--- src/rtl/alu_pkg.sv ---
// Shared constants and opcode encoding for the ALU issue pipeline.
package alu_pkg;

  localparam int WIDTH = 16;
  localparam int OP_W  = 2;
  localparam int NREG  = 8;

  typedef enum logic [OP_W-1:0] {
    OP_ADD = 2'b00,
    OP_SUB = 2'b01,
    OP_AND = 2'b10,
    OP_OR  = 2'b11
  } alu_op_e;

endpackage

--- src/rtl/alu_issue_pipe_if.sv ---
// Command, load, external-ALU and writeback signals of alu_issue_pipe.
// slave = the pipeline, master = the parent that drives commands and hosts the ALU.
interface alu_issue_pipe_if import alu_pkg::*; #(
  parameter int WIDTH = alu_pkg::WIDTH,
  parameter int NREG  = alu_pkg::NREG
) ();

  localparam int AW = $clog2(NREG);

  logic            cmd_valid;
  logic            cmd_ready;
  logic [OP_W-1:0] cmd_op;
  logic [AW-1:0]   cmd_rs1;
  logic [AW-1:0]   cmd_rs2;
  logic [AW-1:0]   cmd_rd;

  logic            ld_valid;
  logic [AW-1:0]   ld_addr;
  logic [WIDTH-1:0] ld_data;

  logic [OP_W-1:0]  alu_op;
  logic [WIDTH-1:0] alu_i0;
  logic [WIDTH-1:0] alu_i1;
  logic [WIDTH-1:0] alu_o;
  logic             alu_cout;

  logic             res_valid;
  logic [AW-1:0]    res_rd;
  logic [WIDTH-1:0] res_data;
  logic             res_cout;

  modport slave (
    input  cmd_valid, cmd_op, cmd_rs1, cmd_rs2, cmd_rd,
    input  ld_valid, ld_addr, ld_data,
    input  alu_o, alu_cout,
    output cmd_ready, alu_op, alu_i0, alu_i1,
    output res_valid, res_rd, res_data, res_cout
  );

  modport master (
    output cmd_valid, cmd_op, cmd_rs1, cmd_rs2, cmd_rd,
    output ld_valid, ld_addr, ld_data,
    output alu_o, alu_cout,
    input  cmd_ready, alu_op, alu_i0, alu_i1,
    input  res_valid, res_rd, res_data, res_cout
  );

endinterface

--- src/rtl/alu_regfile.sv ---
// Register file: two asynchronous read ports, one clocked write stage where a
// writeback beats an external load on the same entry. Synchronous clear on reset.
module alu_regfile import alu_pkg::*; #(
  parameter  int WIDTH = alu_pkg::WIDTH,
  parameter  int NREG  = alu_pkg::NREG,
  localparam int AW    = $clog2(NREG)
) (
  input  logic             clk,
  input  logic             reset,
  input  logic [AW-1:0]    i_rs1,
  input  logic [AW-1:0]    i_rs2,
  output logic [WIDTH-1:0] o_rd1,
  output logic [WIDTH-1:0] o_rd2,
  input  logic             i_wb_en,
  input  logic [AW-1:0]    i_wb_addr,
  input  logic [WIDTH-1:0] i_wb_data,
  input  logic             i_ld_en,
  input  logic [AW-1:0]    i_ld_addr,
  input  logic [WIDTH-1:0] i_ld_data
);

  logic [WIDTH-1:0] r_mem [NREG];
  logic [NREG-1:0]  w_sel_wb;
  logic [NREG-1:0]  w_sel_ld;

  always_comb begin
    // NOTE: every output of this block gets a default first, so no path can infer a latch.
    w_sel_wb = '0;
    w_sel_ld = '0;
    if (i_wb_en) w_sel_wb[i_wb_addr] = 1'b1;
    if (i_ld_en) w_sel_ld[i_ld_addr] = 1'b1;
  end

  always_ff @(posedge clk) begin
    if (reset) begin
      // NOTE: the array is small and must read back zero after reset, so it lives in
      // flops with an explicit clear rather than in a RAM macro without reset.
      for (int i = 0; i < NREG; i++) r_mem[i] <= '0;
    end else begin
      for (int i = 0; i < NREG; i++) begin
        if (w_sel_wb[i])      r_mem[i] <= i_wb_data;
        else if (w_sel_ld[i]) r_mem[i] <= i_ld_data;
      end
    end
  end

  // Reads see the pre-edge contents, so a same-cycle write is not visible yet.
  assign o_rd1 = r_mem[i_rs1];
  assign o_rd2 = r_mem[i_rs2];

endmodule

--- src/rtl/alu_issue_pipe.sv ---
// Two-stage issue pipeline (EX operand registers, WB report) around an external ALU.
// Define ALU_ISSUE_FWD_EN to forward alu_o on a read-after-write hazard instead of stalling.
module alu_issue_pipe import alu_pkg::*; #(
  parameter int WIDTH = alu_pkg::WIDTH,
  parameter int NREG  = alu_pkg::NREG
) (
  input  logic             clk,
  input  logic             reset,
  alu_issue_pipe_if.slave  bus
);

  localparam int AW = $clog2(NREG);

  logic [WIDTH-1:0] w_rd0;
  logic [WIDTH-1:0] w_rd1;
  logic [WIDTH-1:0] w_op0;
  logic [WIDTH-1:0] w_op1;
  logic             w_hit0;
  logic             w_hit1;
  logic             w_stall;
  logic             w_ready;
  logic             w_accept;

  logic             r_ex_valid;
  logic [AW-1:0]    r_ex_rd;
  logic [OP_W-1:0]  r_alu_op;
  logic [WIDTH-1:0] r_alu_i0;
  logic [WIDTH-1:0] r_alu_i1;

  logic             r_res_valid;
  logic [AW-1:0]    r_res_rd;
  logic [WIDTH-1:0] r_res_data;
  logic             r_res_cout;

  alu_regfile #(.WIDTH(WIDTH), .NREG(NREG)) u_regfile (
    .clk       (clk),
    .reset     (reset),
    .i_rs1     (bus.cmd_rs1),
    .i_rs2     (bus.cmd_rs2),
    .o_rd1     (w_rd0),
    .o_rd2     (w_rd1),
    .i_wb_en   (r_ex_valid),
    .i_wb_addr (r_ex_rd),
    .i_wb_data (bus.alu_o),
    .i_ld_en   (bus.ld_valid),
    .i_ld_addr (bus.ld_addr),
    .i_ld_data (bus.ld_data)
  );

  // The EX command has not written rd yet, so a source that names it is stale.
  assign w_hit0 = r_ex_valid && (r_ex_rd == bus.cmd_rs1);
  assign w_hit1 = r_ex_valid && (r_ex_rd == bus.cmd_rs2);

`ifdef ALU_ISSUE_FWD_EN
  assign w_stall = 1'b0;
  assign w_op0   = w_hit0 ? bus.alu_o : w_rd0;
  assign w_op1   = w_hit1 ? bus.alu_o : w_rd1;
`else
  assign w_stall = w_hit0 || w_hit1;
  assign w_op0   = w_rd0;
  assign w_op1   = w_rd1;
`endif

  assign w_ready  = !reset && !bus.ld_valid && !w_stall;
  assign w_accept = bus.cmd_valid && w_ready;

  always_ff @(posedge clk) begin
    if (reset) begin
      r_ex_valid  <= 1'b0;
      r_ex_rd     <= '0;
      r_alu_op    <= '0;
      r_alu_i0    <= '0;
      r_alu_i1    <= '0;
      r_res_valid <= 1'b0;
      r_res_rd    <= '0;
      r_res_data  <= '0;
      r_res_cout  <= 1'b0;
    end else begin
      // NOTE: non-blocking assignments let every stage sample the pre-edge value of the
      // stage before it, which is what makes EX and WB a real two-deep pipeline.
      r_ex_valid <= w_accept;
      if (w_accept) begin
        r_ex_rd  <= bus.cmd_rd;
        r_alu_op <= bus.cmd_op;
        r_alu_i0 <= w_op0;
        r_alu_i1 <= w_op1;
      end
      r_res_valid <= r_ex_valid;
      if (r_ex_valid) begin
        r_res_rd   <= r_ex_rd;
        r_res_data <= bus.alu_o;
        r_res_cout <= bus.alu_cout;
      end
    end
  end

  assign bus.cmd_ready = w_ready;
  assign bus.alu_op    = r_alu_op;
  assign bus.alu_i0    = r_alu_i0;
  assign bus.alu_i1    = r_alu_i1;
  assign bus.res_valid = r_res_valid;
  assign bus.res_rd    = r_res_rd;
  assign bus.res_data  = r_res_data;
  assign bus.res_cout  = r_res_cout;

endmodule

--- src/flat_wrapper.sv ---
// flat-port wrapper written by rule: the top's interface ports become plain ports
module alu_issue_pipe_flat import alu_pkg::*;
#(
  parameter int WIDTH = alu_pkg::WIDTH,
  parameter int NREG  = alu_pkg::NREG
)
  (clk, reset, bus_cmd_valid, bus_cmd_op, bus_cmd_rs1, bus_cmd_rs2, bus_cmd_rd, bus_ld_valid, bus_ld_addr, bus_ld_data, bus_alu_o, bus_alu_cout, bus_cmd_ready, bus_alu_op, bus_alu_i0, bus_alu_i1, bus_res_valid, bus_res_rd, bus_res_data, bus_res_cout);
  alu_issue_pipe_if #(.WIDTH(WIDTH), .NREG(NREG)) bus_i ();
  input  logic clk;
  input  logic reset;
  input wire logic [$bits(bus_i.cmd_valid)-1:0] bus_cmd_valid;
  input wire logic [$bits(bus_i.cmd_op)-1:0] bus_cmd_op;
  input wire logic [$bits(bus_i.cmd_rs1)-1:0] bus_cmd_rs1;
  input wire logic [$bits(bus_i.cmd_rs2)-1:0] bus_cmd_rs2;
  input wire logic [$bits(bus_i.cmd_rd)-1:0] bus_cmd_rd;
  input wire logic [$bits(bus_i.ld_valid)-1:0] bus_ld_valid;
  input wire logic [$bits(bus_i.ld_addr)-1:0] bus_ld_addr;
  input wire logic [$bits(bus_i.ld_data)-1:0] bus_ld_data;
  input wire logic [$bits(bus_i.alu_o)-1:0] bus_alu_o;
  input wire logic [$bits(bus_i.alu_cout)-1:0] bus_alu_cout;
  output wire logic [$bits(bus_i.cmd_ready)-1:0] bus_cmd_ready;
  output wire logic [$bits(bus_i.alu_op)-1:0] bus_alu_op;
  output wire logic [$bits(bus_i.alu_i0)-1:0] bus_alu_i0;
  output wire logic [$bits(bus_i.alu_i1)-1:0] bus_alu_i1;
  output wire logic [$bits(bus_i.res_valid)-1:0] bus_res_valid;
  output wire logic [$bits(bus_i.res_rd)-1:0] bus_res_rd;
  output wire logic [$bits(bus_i.res_data)-1:0] bus_res_data;
  output wire logic [$bits(bus_i.res_cout)-1:0] bus_res_cout;
  assign bus_i.cmd_valid = bus_cmd_valid;
  assign bus_i.cmd_op = bus_cmd_op;
  assign bus_i.cmd_rs1 = bus_cmd_rs1;
  assign bus_i.cmd_rs2 = bus_cmd_rs2;
  assign bus_i.cmd_rd = bus_cmd_rd;
  assign bus_i.ld_valid = bus_ld_valid;
  assign bus_i.ld_addr = bus_ld_addr;
  assign bus_i.ld_data = bus_ld_data;
  assign bus_i.alu_o = bus_alu_o;
  assign bus_i.alu_cout = bus_alu_cout;
  assign bus_cmd_ready = bus_i.cmd_ready;
  assign bus_alu_op = bus_i.alu_op;
  assign bus_alu_i0 = bus_i.alu_i0;
  assign bus_alu_i1 = bus_i.alu_i1;
  assign bus_res_valid = bus_i.res_valid;
  assign bus_res_rd = bus_i.res_rd;
  assign bus_res_data = bus_i.res_data;
  assign bus_res_cout = bus_i.res_cout;
  alu_issue_pipe #(.WIDTH(WIDTH), .NREG(NREG)) u_core (.clk(clk), .reset(reset), .bus(bus_i));
endmodule
--- config.mk ---
export PLATFORM = sky130hd
export DESIGN_NAME = alu_issue_pipe_flat
export DESIGN_NICKNAME = d
export VERILOG_FILES = /design/src/rtl/alu_pkg.sv /design/src/rtl/alu_issue_pipe_if.sv /design/src/rtl/alu_regfile.sv /design/src/rtl/alu_issue_pipe.sv /design/src/flat_wrapper.sv
export SDC_FILE = /design/constraint.sdc
export NUM_CORES = 1
export LEC_CHECK = 0
export CAP_MARGIN = 30
export CELL_PAD_IN_SITES_DETAIL_PLACEMENT = 1
export CELL_PAD_IN_SITES_GLOBAL_PLACEMENT = 1
export CORE_AREA = 5 5 151 153
export CTS_BUF_LIST = sky130_fd_sc_hd__clkbuf_2
export DETAILED_ROUTE_END_ITERATION = 12
export DIE_AREA = 0 0 156 158
export GPL_TIMING_DRIVEN = 1
export PLACE_DENSITY_LB_ADDON = 0.08
export REMOVE_ABC_BUFFERS = 1
export SLEW_MARGIN = 10
export SYNTH_ARGS = -nofsm -noshare
export SYNTH_HDL_FRONTEND = slang
export SYNTH_SLANG_ARGS = --single-unit
--- constraint.sdc ---
create_clock -name clk -period 3.2 [get_ports clk]
set_input_delay 0.64 -clock clk [delete_from_list [all_inputs] [get_ports clk]]
set_output_delay 0.64 -clock clk [all_outputs]
set_load 0.05 [all_outputs]
==> results of run 1 <==
[worst reg2reg max path, stage by stage, from the launching register on]
cell      delay (ps)
dfxtp_2          780
nand2b_4         150
nor3b_1          430
nor2b_1          440
buf_4            340
a22o_2           190
[report_power, final]
group	switching [uW]	internal (uW)
Combinational	575	359
Sequential	93.7	2740
Clock	823	371
Total	1490	3470
[how the worst max path moves through the flow]
| stage | from | to | slack, ps | depth (start not counted) |
|---|---|---|---|---|
| after floorplan | u_core.r_ex_valid$_SDFF_PP0_ | u_core.bus.alu_op[0]$_SDFFE_PP0P_ | -130 | 3 |
| after global placement | bus_ld_valid | u_core.u_regfile.r_mem[0][7]$_SDFFCE_PN0P_ | 590 | 5 |
| after detailed placement | bus_ld_addr[1] | u_core.u_regfile.r_mem[5][2]$_DFFE_PP_ | 530 | 5 |
| after CTS | u_core.r_ex_rd[1]$_SDFFE_PP0P_ | bus_cmd_ready | 220 | 4 |
| after global routing | u_core.r_ex_rd[1]$_SDFFE_PP0P_ | bus_cmd_ready | 70 | 4 |
| final | u_core.r_ex_rd[1]$_SDFFE_PP0P_ | bus_cmd_ready | 250 | 4 |
[routing by layer]
layer | share of wire [%] | track usage (%)
met1 | 42 | 32.4
met2 | 47 | 41.7
met3 | 7.6 | 7.76
met4 | 2.9 | 9.80
met5 | 0 | 0
[cells by family after synthesis]
kind of cell / count (synthesis) / share of synthesized area (%)
AND/OR/NAND/NOR: 178 / 9.93
multiplexers: 184 / 18.4
AO/OA/AOI/OAI: 198 / 15.9
flip-flops: 187 / 49.9
buffers and inverters: 102 / 5.37
XOR/XNOR: 6 / 0.522
[per-stage QoR]
| step | setup WS (ps) | instance area, um^2 | power [uW] | util, % |
|---|---|---|---|---|
| floorplan | -126 | 9530 | 3350 | - |
| global placement | 586 | 11300 | 3760 | 52.8 |
| detailed placement | 528 | 11300 | 3810 | 52.8 |
| CTS | 217 | 11500 | 4990 | 53.8 |
| global route | 69.5 | 11500 | 5160 | 53.8 |
| finish | 251 | 11500 | 4960 | 53.8 |
[synthesized netlist by cell type, types with 3 or more instances]
cell      number
nand2b_1      51
nor2_1        28
nor4_2         3
a22o_2         9
edfxtp_1     128
nor2b_1       12
xnor2_1        6
mux2_1         5
nor3_2         4
buf_6          9
buf_4          7
or3_1          4
mux2i_1      179
clkbuf_2       8
nand4_1        3
nand2_1       52
buf_2         30
nor3_1         4
dfxtp_1       59
a22oi_1       64
buf_1         18
o21ai_0       19
clkbuf_1      28
a22o_1       103
[final cells by class]
class	count	area (um^2)	area share, %
diodes	2	5.00	0.0434
clock buffers	21	105	0.912
clock inverters	11	116	1.01
inverters	1	3.75	0.0326
multi-input cells	566	4500	39.1
flip-flops and latches	187	5030	43.6
well taps	280	350	3.04
repair buffers	150	1420	12.3
[sequential cells by signal, summed over array words and instances, names as in the netlist]
name                    count
u_core.bus.alu_i0          16
u_core.bus.alu_i1          16
u_core.bus.alu_op           2
u_core.bus.res_cout         1
u_core.bus.res_data        16
u_core.bus.res_rd           3
u_core.bus.res_valid        1
u_core.r_ex_rd              3
u_core.r_ex_valid           1
u_core.u_regfile.r_mem    128
==> impl_results.md, run 1 <==
* Largest cells by area after synthesis: edfxtp_1 (38%), mux2i_1 (18%), dfxtp_1 (12%)
* Layout Cells excl Fill at 1218
* Min-Delay Path Depth at 2
* Post-synth ARST share at 0%
* DRC at 0
* Gr ovfl total at 0
* H-Tree Level Count at 4
* Post-CTS Setup Bufs at 0
* Final Cycle Share at 92.2%
* Reg2reg setup slack at 760 ps
* Max Cap Violations at 0
* Wire length per cell at 26.0 um
* DRT Pass-1 Iters at 7
* Clk_skew at 36.8 ps
* # nets final at 974
* Mapped Cells at 855
* Reg-to-reg startpoint: u_core.r_ex_valid$_SDFF_PP0_
* Number of global-route vias before repair at 8160
* I/O pin total at 107
* Largest net degree at the start of global routing at 65
* Run status: completed
* CTS Root Cell: clkbuf_2
* Deepest clock path buffer count at 2
* Synth cell types at 42
* Hold wc startpoint: bus_cmd_op[1]
* DRT antenna net count at 0
* Fillers at 2227
* Leakage at 0.00461 uW
* Num CTS Buffers at 17
* CTS tree: yes
* Die area at 0.0246 mm^2
* IO buf count at 106
* Type of origin of the critical path: flip-flop
* Share of layout cells above drive strength 1 at 11.2%
* DR vias at 7572
* Cell taking the most area after synthesis: edfxtp_1
* Post-synth top area share at 38.2%
* Post-CTS Hold Buffers at 0
* Final wirelength at 31700 um
* RSZ-0062 raised after global routing: false
* CP Cell Sequence: xnor2_1 > nand4_1 > and3_1 > buf_4
* Final Setup Violations at 0
* CP bufs+invs at 1
* Required time of the critical path at 2560 ps
* Leading cell types in the layout, fill and taps excluded: mux2i_1 (179), edfxtp_1 (128), a22o_1 (103), clkdlybuf4s50_1 (102), a22oi_1 (64)
* Slowest CP cell: dfxtp_1
* Ys Warns at 0
* Syn_area_per_cell at 11.8 um^2
* First-pass GRT wire length at 47600 um
* Core Area at 0.0214 mm^2
* GP Congestion at 0.826
* Max FO, Critical Path at 15
* Area Growth Syn to Fin at 14.5%
* Slew at the pin closest to its max-slew limit at 899 ps
* Detailed Place HPWL at 20500 um
* CP endpoint kind: output pin
* Synth Cell Area at 0.0101 mm^2
* Inst Count DP at 1184
* Slew headroom at 40.1%
* CTS clk-pin slew, worst paths at 270 ps
* Power Density at 430 mW/mm^2
* Fmax at 339 MHz
* Row count at 54
* DIE WIDTH at 156 um
* Post-synth EDFFs at 128
* Fin Setup TNS at 0 ps
* #FFs+latches synth at 187
* Primary FF master, synth: edfxtp_1
* Worst hold path type: in2reg
* Worst Hold Path EP: u_core.bus.alu_op[1]$_SDFFE_PP0P_
* Initial Util at 47.0%
* # clock sinks at 187
* Clock latency on the worst-skew pair at 800 ps
* Hold Slack at 411 ps
* Worst EP arrival at 2310 ps
* Crit-path leading delay family: flip-flops
* Initial drt markers at 589
* Largest stage delay, worst path at 780 ps
* Register area share after synthesis at 49.9%
* Initial antenna violation count at 1
* Cts repair resizes at 0
* Overall global routing resource usage at 25.7%
* Slew Limit Fails at 0
* R2r endpoint: u_core.u_regfile.r_mem[1][7]$_SDFFCE_PN0P_
* Hold Vio Cnt, Final at 0
* Die H at 158 um
* WS Path Type: reg2out
* Final min period at 2950 ps
* IR drop worst, VDD at 0.211 mV
* Commonest non-fill, non-tap cell in the layout: mux2i_1
* Reg2Reg Depth at 5
* Vias/cell at 6.22
Note: power is estimated with default switching activity, not from simulation.
==> inputs of run 2 (changes only) <==
--- a/config.mk
+++ b/config.mk
@@ -5,13 +5,14 @@
 export SDC_FILE = /design/constraint.sdc
 export NUM_CORES = 1
 export LEC_CHECK = 0
+export ABC_AREA = 1
 export CAP_MARGIN = 30
 export CELL_PAD_IN_SITES_DETAIL_PLACEMENT = 1
 export CELL_PAD_IN_SITES_GLOBAL_PLACEMENT = 1
-export CORE_AREA = 5 5 151 153
+export CORE_AREA = 5 5 157 159
 export CTS_BUF_LIST = sky130_fd_sc_hd__clkbuf_2
 export DETAILED_ROUTE_END_ITERATION = 12
-export DIE_AREA = 0 0 156 158
+export DIE_AREA = 0 0 162 164
 export GPL_TIMING_DRIVEN = 1
 export PLACE_DENSITY_LB_ADDON = 0.08
 export REMOVE_ABC_BUFFERS = 1
==> run 2 against run 1 <==
Critical path depth is the same. Non-clock buffer count is 5 higher. Design area up 0.47%. Area after synthesis decreased by 1.3%. Largest power group unchanged. First-iteration DRC count grew 45%. Sequential power shrank 1%. Clock-buffer cell count shrank 2.
==> impl_results.md, run 2 <==
* Clk_skew at 52.4 ps
* Inst Count DP at 1574
* Area Growth Syn to Fin at 16.5%
* Post-synth top cells: nand2_1 (218), o21ai_0 (154), inv_1 (132), nor2_1 (130), edfxtp_1 (128)
* Post-synth top area share at 38.7%
* Largest stage delay, worst path at 770 ps
* P_sw at 1590 uW
* CTS tree: yes
* DRT Pass-1 Iters at 5
* # clock sinks at 187
* DIE WIDTH at 162 um
* # nets final at 1354
* Fmax at 349 MHz
* Leading cell types in the layout, fill and taps excluded: nand2_1 (218), o21ai_0 (154), inv_1 (132), nor2_1 (129), edfxtp_1 (128)
* Worst hold path type: in2reg
* Clock network power share at 23.8%
* DRT antenna net count at 0
* Initial antenna violation count at 1
* Largest net degree at the start of global routing at 65
* I/O pin total at 107
* Switching Share at 32.4%
* Final Cycle Share at 89.5%
* Wire length per cell at 22.1 um
* Slowest CP cell: dfxtp_2
* GP Congestion at 0.836
* Number of global-route vias before repair at 9527
* Core Area at 0.0231 mm^2
* Clock latency on the worst-skew pair at 830 ps
* Synth Cell Area at 0.00994 mm^2
* Num CTS Buffers at 17
* Mapped Cells at 1216
* Power share of the sequential group at 56.9%
* CTS clk-pin slew, worst paths at 280 ps
* Max reg flops at 128
* Die H at 164 um
* Post-synth ARST share at 0%
* Vias/cell at 5.87
* CP endpoint kind: output pin
* Slew Limit Fails at 0
* Cell taking the most area after synthesis: edfxtp_1
* Initial drt markers at 856
* Power Density at 423 mW/mm^2
* Slew headroom at 50.4%
* WS Path Type: reg2out
* Gr ovfl total at 0
* Detailed Place HPWL at 23200 um
* Final Setup Violations at 0
* Register area share after synthesis at 50.6%
* Primary FF master, synth: edfxtp_1
* Type of origin of the critical path: flip-flop
* Layout Cells excl Fill at 1607
* Slew at the pin closest to its max-slew limit at 744 ps
* Leakage at 0.00446 uW
* P_int at 3320 uW
* Comb pwr share at 19.4%
* Syn_area_per_cell at 8.17 um^2
* IO buf count at 106
* Max Cap Violations at 0
* Post-CTS Setup Bufs at 0
* DRC at 0
* #FFs+latches synth at 187
* CP Cell Sequence: nand4_2 > nand3_1 > inv_1 > buf_12
* DP Area at 0.0114 mm^2
* Reg with most FFs: u_core.u_regfile.r_mem
* Required time of the critical path at 2560 ps
* Ys Warns at 0
* First-pass GRT wire length at 54400 um
* H-Tree Level Count at 4
* Max FO, Critical Path at 25
* Deepest clock path buffer count at 2
* Hold Vio Cnt, Final at 0
* Most frequent cell after synthesis: nand2_1
* Run status: completed
* DR vias at 9436
* Row count at 56
* Die area at 0.0266 mm^2
* Largest cells by area after synthesis: edfxtp_1 (39%), dfxtp_1 (12%), nand2_1 (8.2%)
* Post-synth EDFFs at 128
* Cell area after layout at 0.0116 mm^2
* IR drop worst, VDD at 0.212 mV
* Setup WS pre-CTS at 478 ps
* Worst EP arrival at 2220 ps
* Final min period at 2860 ps
* Worst setup margin at 337 ps
* Fin Setup TNS at 0 ps
* CTS Root Cell: clkbuf_2
* Commonest non-fill, non-tap cell in the layout: nand2_1
* RSZ-0062 raised after global routing: false
* Overall global routing resource usage at 27.0%
* Final wirelength at 35500 um
* Synth cell types at 31
* Initial Util at 43.0%
* Share of layout cells above drive strength 1 at 8.51%
* Post-CTS Hold Buffers at 0
* Cts repair resizes at 0
==> run 2: path summary, 6_finish.rpt <==
| path | from | to | slack (ps) | cells after the start |
|---|---|---|---|---|
| worst max-delay path | u_core.r_ex_valid$_SDFF_PP0_ | bus_cmd_ready | 340 | 4 |
| worst min-delay path | bus_alu_cout | u_core.bus.res_cout$_SDFFE_PP0P_ | 390 | 3 |
| worst max register to register | u_core.r_ex_valid$_SDFF_PP0_ | u_core.u_regfile.r_mem[2][7]$_SDFFCE_PN0P_ | 840 | 7 |
| worst min register to register | u_core.bus.alu_op[1]$_SDFFE_PP0P_ | u_core.bus.alu_op[1]$_SDFFE_PP0P_ | 510 | 2 |
==> run 2: worst max-delay path: cells and delay by family, from the launching register on <==
family	cells	cell delay, ps
buffers and inverters	2	240
flip-flops	1	770
AND/OR/NAND/NOR	2	410
==> run 2: logic make-up (layout without fill, tap and decap cells) <==
| family | Yosys count | count (layout) | share of synthesized area (%) |
|---|---|---|---|
| other | 0 | 1 | 0 |
| XOR/XNOR | 3 | 3 | 0.264 |
| AND/OR/NAND/NOR | 383 | 383 | 15.6 |
| flip-flops | 187 | 187 | 50.6 |
| AO/OA/AOI/OAI | 391 | 391 | 23.3 |
| buffers and inverters | 252 | 352 | 10.3 |
==> run 2: metal layers <==
metal  vias to the layer above  part of all wire, %  global-route usage (%)
li1                       4375                    -                       -
met1                      4651                   44                    37.1
met2                       362                   47                    44.5
met3                        48                  7.2                    4.12
met4                         0                  2.0                    7.77
met5                         -                    0                       0
==> run 2: cell type report <==
| class | count | area [um^2] |
|---|---|---|
| clock inverters | 13 | 118 |
| multi-input cells | 777 | 3890 |
| fillers | 2820 | 11500 |
| well taps | 290 | 363 |
| diodes | 1 | 2.50 |
| inverters | 165 | 619 |
| flip-flops and latches | 187 | 5030 |
| clock buffers | 19 | 95.1 |
| repair buffers | 155 | 1470 |
==> run 2: power by group through the flow <==
stage                     Clock [uW]  Combinational, uW  Sequential, uW
after floorplan                    0                385            2950
after CTS                       1190                949            2790
final                           1160                949            2790
after global routing            1300               1030            2800
after detailed placement           0                946            2840
after global placement             0                929            2830
==> run 2: through the flow <==
| step | hold WS (ps) | utilization [%] | total power, uW |
|---|---|---|---|
| after floorplan | 527 | - | 3330 |
| after global placement | 476 | 49.2 | 3760 |
| after detailed placement | 484 | 49.2 | 3780 |
| after CTS | 334 | 50.1 | 4930 |
| after global routing | 303 | 50.1 | 5120 |
| final | 386 | 50.1 | 4900 |
==> inputs of run 3 (changes only) <==
--- a/config.mk
+++ b/config.mk
@@ -14,7 +14,7 @@
 export DETAILED_ROUTE_END_ITERATION = 12
 export DIE_AREA = 0 0 162 164
 export GPL_TIMING_DRIVEN = 1
-export PLACE_DENSITY_LB_ADDON = 0.08
+export PLACE_DENSITY = 0.85
 export REMOVE_ABC_BUFFERS = 1
 export SLEW_MARGIN = 10
 export SYNTH_ARGS = -nofsm -noshare
==> run 3 against run 2 <==
Hold slack gained 30 ps. Setup slack worse by 26 ps. Global-route usage shrank 0.67 points. Critical path depth is 3 higher. Largest power group unchanged.
==> impl_results.md, run 3 (synthesized netlist as in run 2, its figures left out) <==
* Run status: completed
* Top cell by count, worst path: nand2_1
* First-pass GRT wire length at 54100 um
* Power share of the sequential group at 55.5%
* Gr ovfl total at 0
* Initial Util at 43.0%
* # clock sinks at 187
* CTS clk-pin slew, worst paths at 260 ps
* Final Setup Violations at 0
* Power Density at 434 mW/mm^2
* Reg2Reg Depth at 5
* Row count at 56
* GP Congestion at 0.831
* Slew at the pin closest to its max-slew limit at 727 ps
* Core Area at 0.0231 mm^2
* Min-Delay Path Depth at 3
* CP endpoint kind: output pin
* Number of global-route vias before repair at 9998
* Busiest grt layer: met2
* Required time of the critical path at 2560 ps
* Worst EP arrival at 2250 ps
* Largest net degree at the start of global routing at 65
* IO buf count at 106
* # nets final at 1352
* Die H at 164 um
* Fmax at 346 MHz
* CP Cell Sequence: inv_2 > nand2_1 > nand2_1 > nand4_2 > nand3_1 > inv_1 > buf_12
* Slowest CP cell: dfxtp_1
* R2r endpoint: u_core.u_regfile.r_mem[7][5]$_SDFFCE_PP0P_
* Fin Setup TNS at 0 ps
* RSZ-0062 raised after global routing: false
* Max Cap Violations at 0
* DIE WIDTH at 162 um
* Hold wc startpoint: bus_alu_cout
* Share of layout cells above drive strength 1 at 8.30%
* Reg with most FFs: u_core.u_regfile.r_mem
* Deepest clock path buffer count at 2
* P_sw at 1570 uW
* Vias/cell at 5.99
* DRC at 0
* Post-CTS Hold Buffers at 0
* Largest stage delay, worst path at 600 ps
* Switching Share at 31.2%
* GRT met3 Usage at 4.67%
* WS Path Type: reg2out
* Reg2reg setup slack at 980 ps
* Global routing usage on met1 at 32.5%
* DR vias at 9608
* Clock network power share at 25.7%
* Slew headroom at 51.5%
* CTS tree: yes
* Max FO, Critical Path at 7
* Initial drt markers at 983
* Slew Limit Fails at 0
* Initial antenna violation count at 1
* Global-route track usage on met2 at 45.5%
* Fillers at 2793
* Num CTS Buffers at 17
* Worst Hold Path EP: u_core.bus.res_cout$_SDFFE_PP0P_
* DRT antenna net count at 0
* Worst hold path type: in2reg
* Comb pwr share at 18.8%
* Leading cell types in the layout, fill and taps excluded: nand2_1 (218), o21ai_0 (154), inv_1 (132), nor2_1 (129), edfxtp_1 (128)
* Area Growth Syn to Fin at 16.6%
* Max reg flops at 128
* Detailed Place HPWL at 23200 um
* Tot Pwr at 5020 uW
* Leakage at 0.00446 uW
* Final wirelength at 35300 um
* Wire length per cell at 22.0 um
* Clock latency on the worst-skew pair at 810 ps
* Clk_skew at 37.5 ps
* P_int at 3450 uW
* Type of origin of the critical path: flip-flop
* I/O pin total at 107
* H-Tree Level Count at 4
* DRT Pass-1 Iters at 5
* Die area at 0.0266 mm^2
* CTS Root Cell: clkbuf_2
* IR drop worst, VDD at 0.179 mV
* Post-CTS Setup Bufs at 0
* Hold Vio Cnt, Final at 0
* Commonest non-fill, non-tap cell in the layout: nand2_1
* Final Cycle Share at 90.3%
* Reg-to-reg startpoint: u_core.r_ex_valid$_SDFF_PP0_
* Cts repair resizes at 0
* Final min period at 2890 ps
* Overall global routing resource usage at 26.3%
-- run 3: layout make-up --
| type | count | area, um^2 | share of cell area (%) |
|---|---|---|---|
| inverters | 165 | 619 | 5.35 |
| flip-flops and latches | 187 | 5030 | 43.4 |
| repair buffers | 153 | 1440 | 12.4 |
| well taps | 290 | 363 | 3.13 |
| clock buffers | 19 | 95.1 | 0.821 |
| multi-input cells | 777 | 3890 | 33.6 |
| clock inverters | 13 | 150 | 1.30 |
| diodes | 1 | 2.50 | 0.0216 |
-- run 3: worst max-delay path: cells and delay by family (launching register included) --
family                 cells  cell delay [ps]
DFF                        1              600
buffers and inverters      3              400
and+or+nand+nor            4              450
-- run 3: layer usage --
metal | up-vias | wire length, um
li1 | 4366 | -
met1 | 4649 | 13800
met2 | 491 | 17400
met3 | 102 | 2870
met4 | 0 | 1200
met5 | - | 0
-- run 3: power by group through the flow --
stage	Sequential, uW	Clock, uW	Combinational (uW)
2_1_floorplan	2950	0	385
4_1_cts	2790	1300	939
5_1_grt	2800	1400	1020
3_5_place_dp	2840	0	932
6_report	2790	1290	944
3_3_place_gp	2830	0	898
-- run 3: through the flow --
step	cell area [um^2]	setup WS (ps)	hold slack, ps	util, %	instances
5_1_grt	11600	127	380	50.1	1605
3_5_place_dp	11300	444	485	49.0	1572
2_1_floorplan	9530	570	527	-	1129
3_3_place_gp	11300	448	483	49.0	1572
4_1_cts	11600	235	346	50.1	1604
6_report	11600	310	416	50.1	1605
-- run 3: worst max-delay path by stage --
stage	end	start	slack, ps
after floorplan	u_core.u_regfile.r_mem[0][0]$_SDFFCE_PN0P_	reset	570
after global placement	bus_cmd_ready	bus_cmd_rs2[2]	450
after detailed placement	bus_cmd_ready	bus_cmd_rs2[2]	440
after CTS	bus_cmd_ready	u_core.r_ex_rd[1]$_SDFFE_PP0P_	240
after global routing	bus_cmd_ready	u_core.r_ex_rd[1]$_SDFFE_PP0P_	130
final	bus_cmd_ready	u_core.r_ex_rd[1]$_SDFFE_PP0P_	310
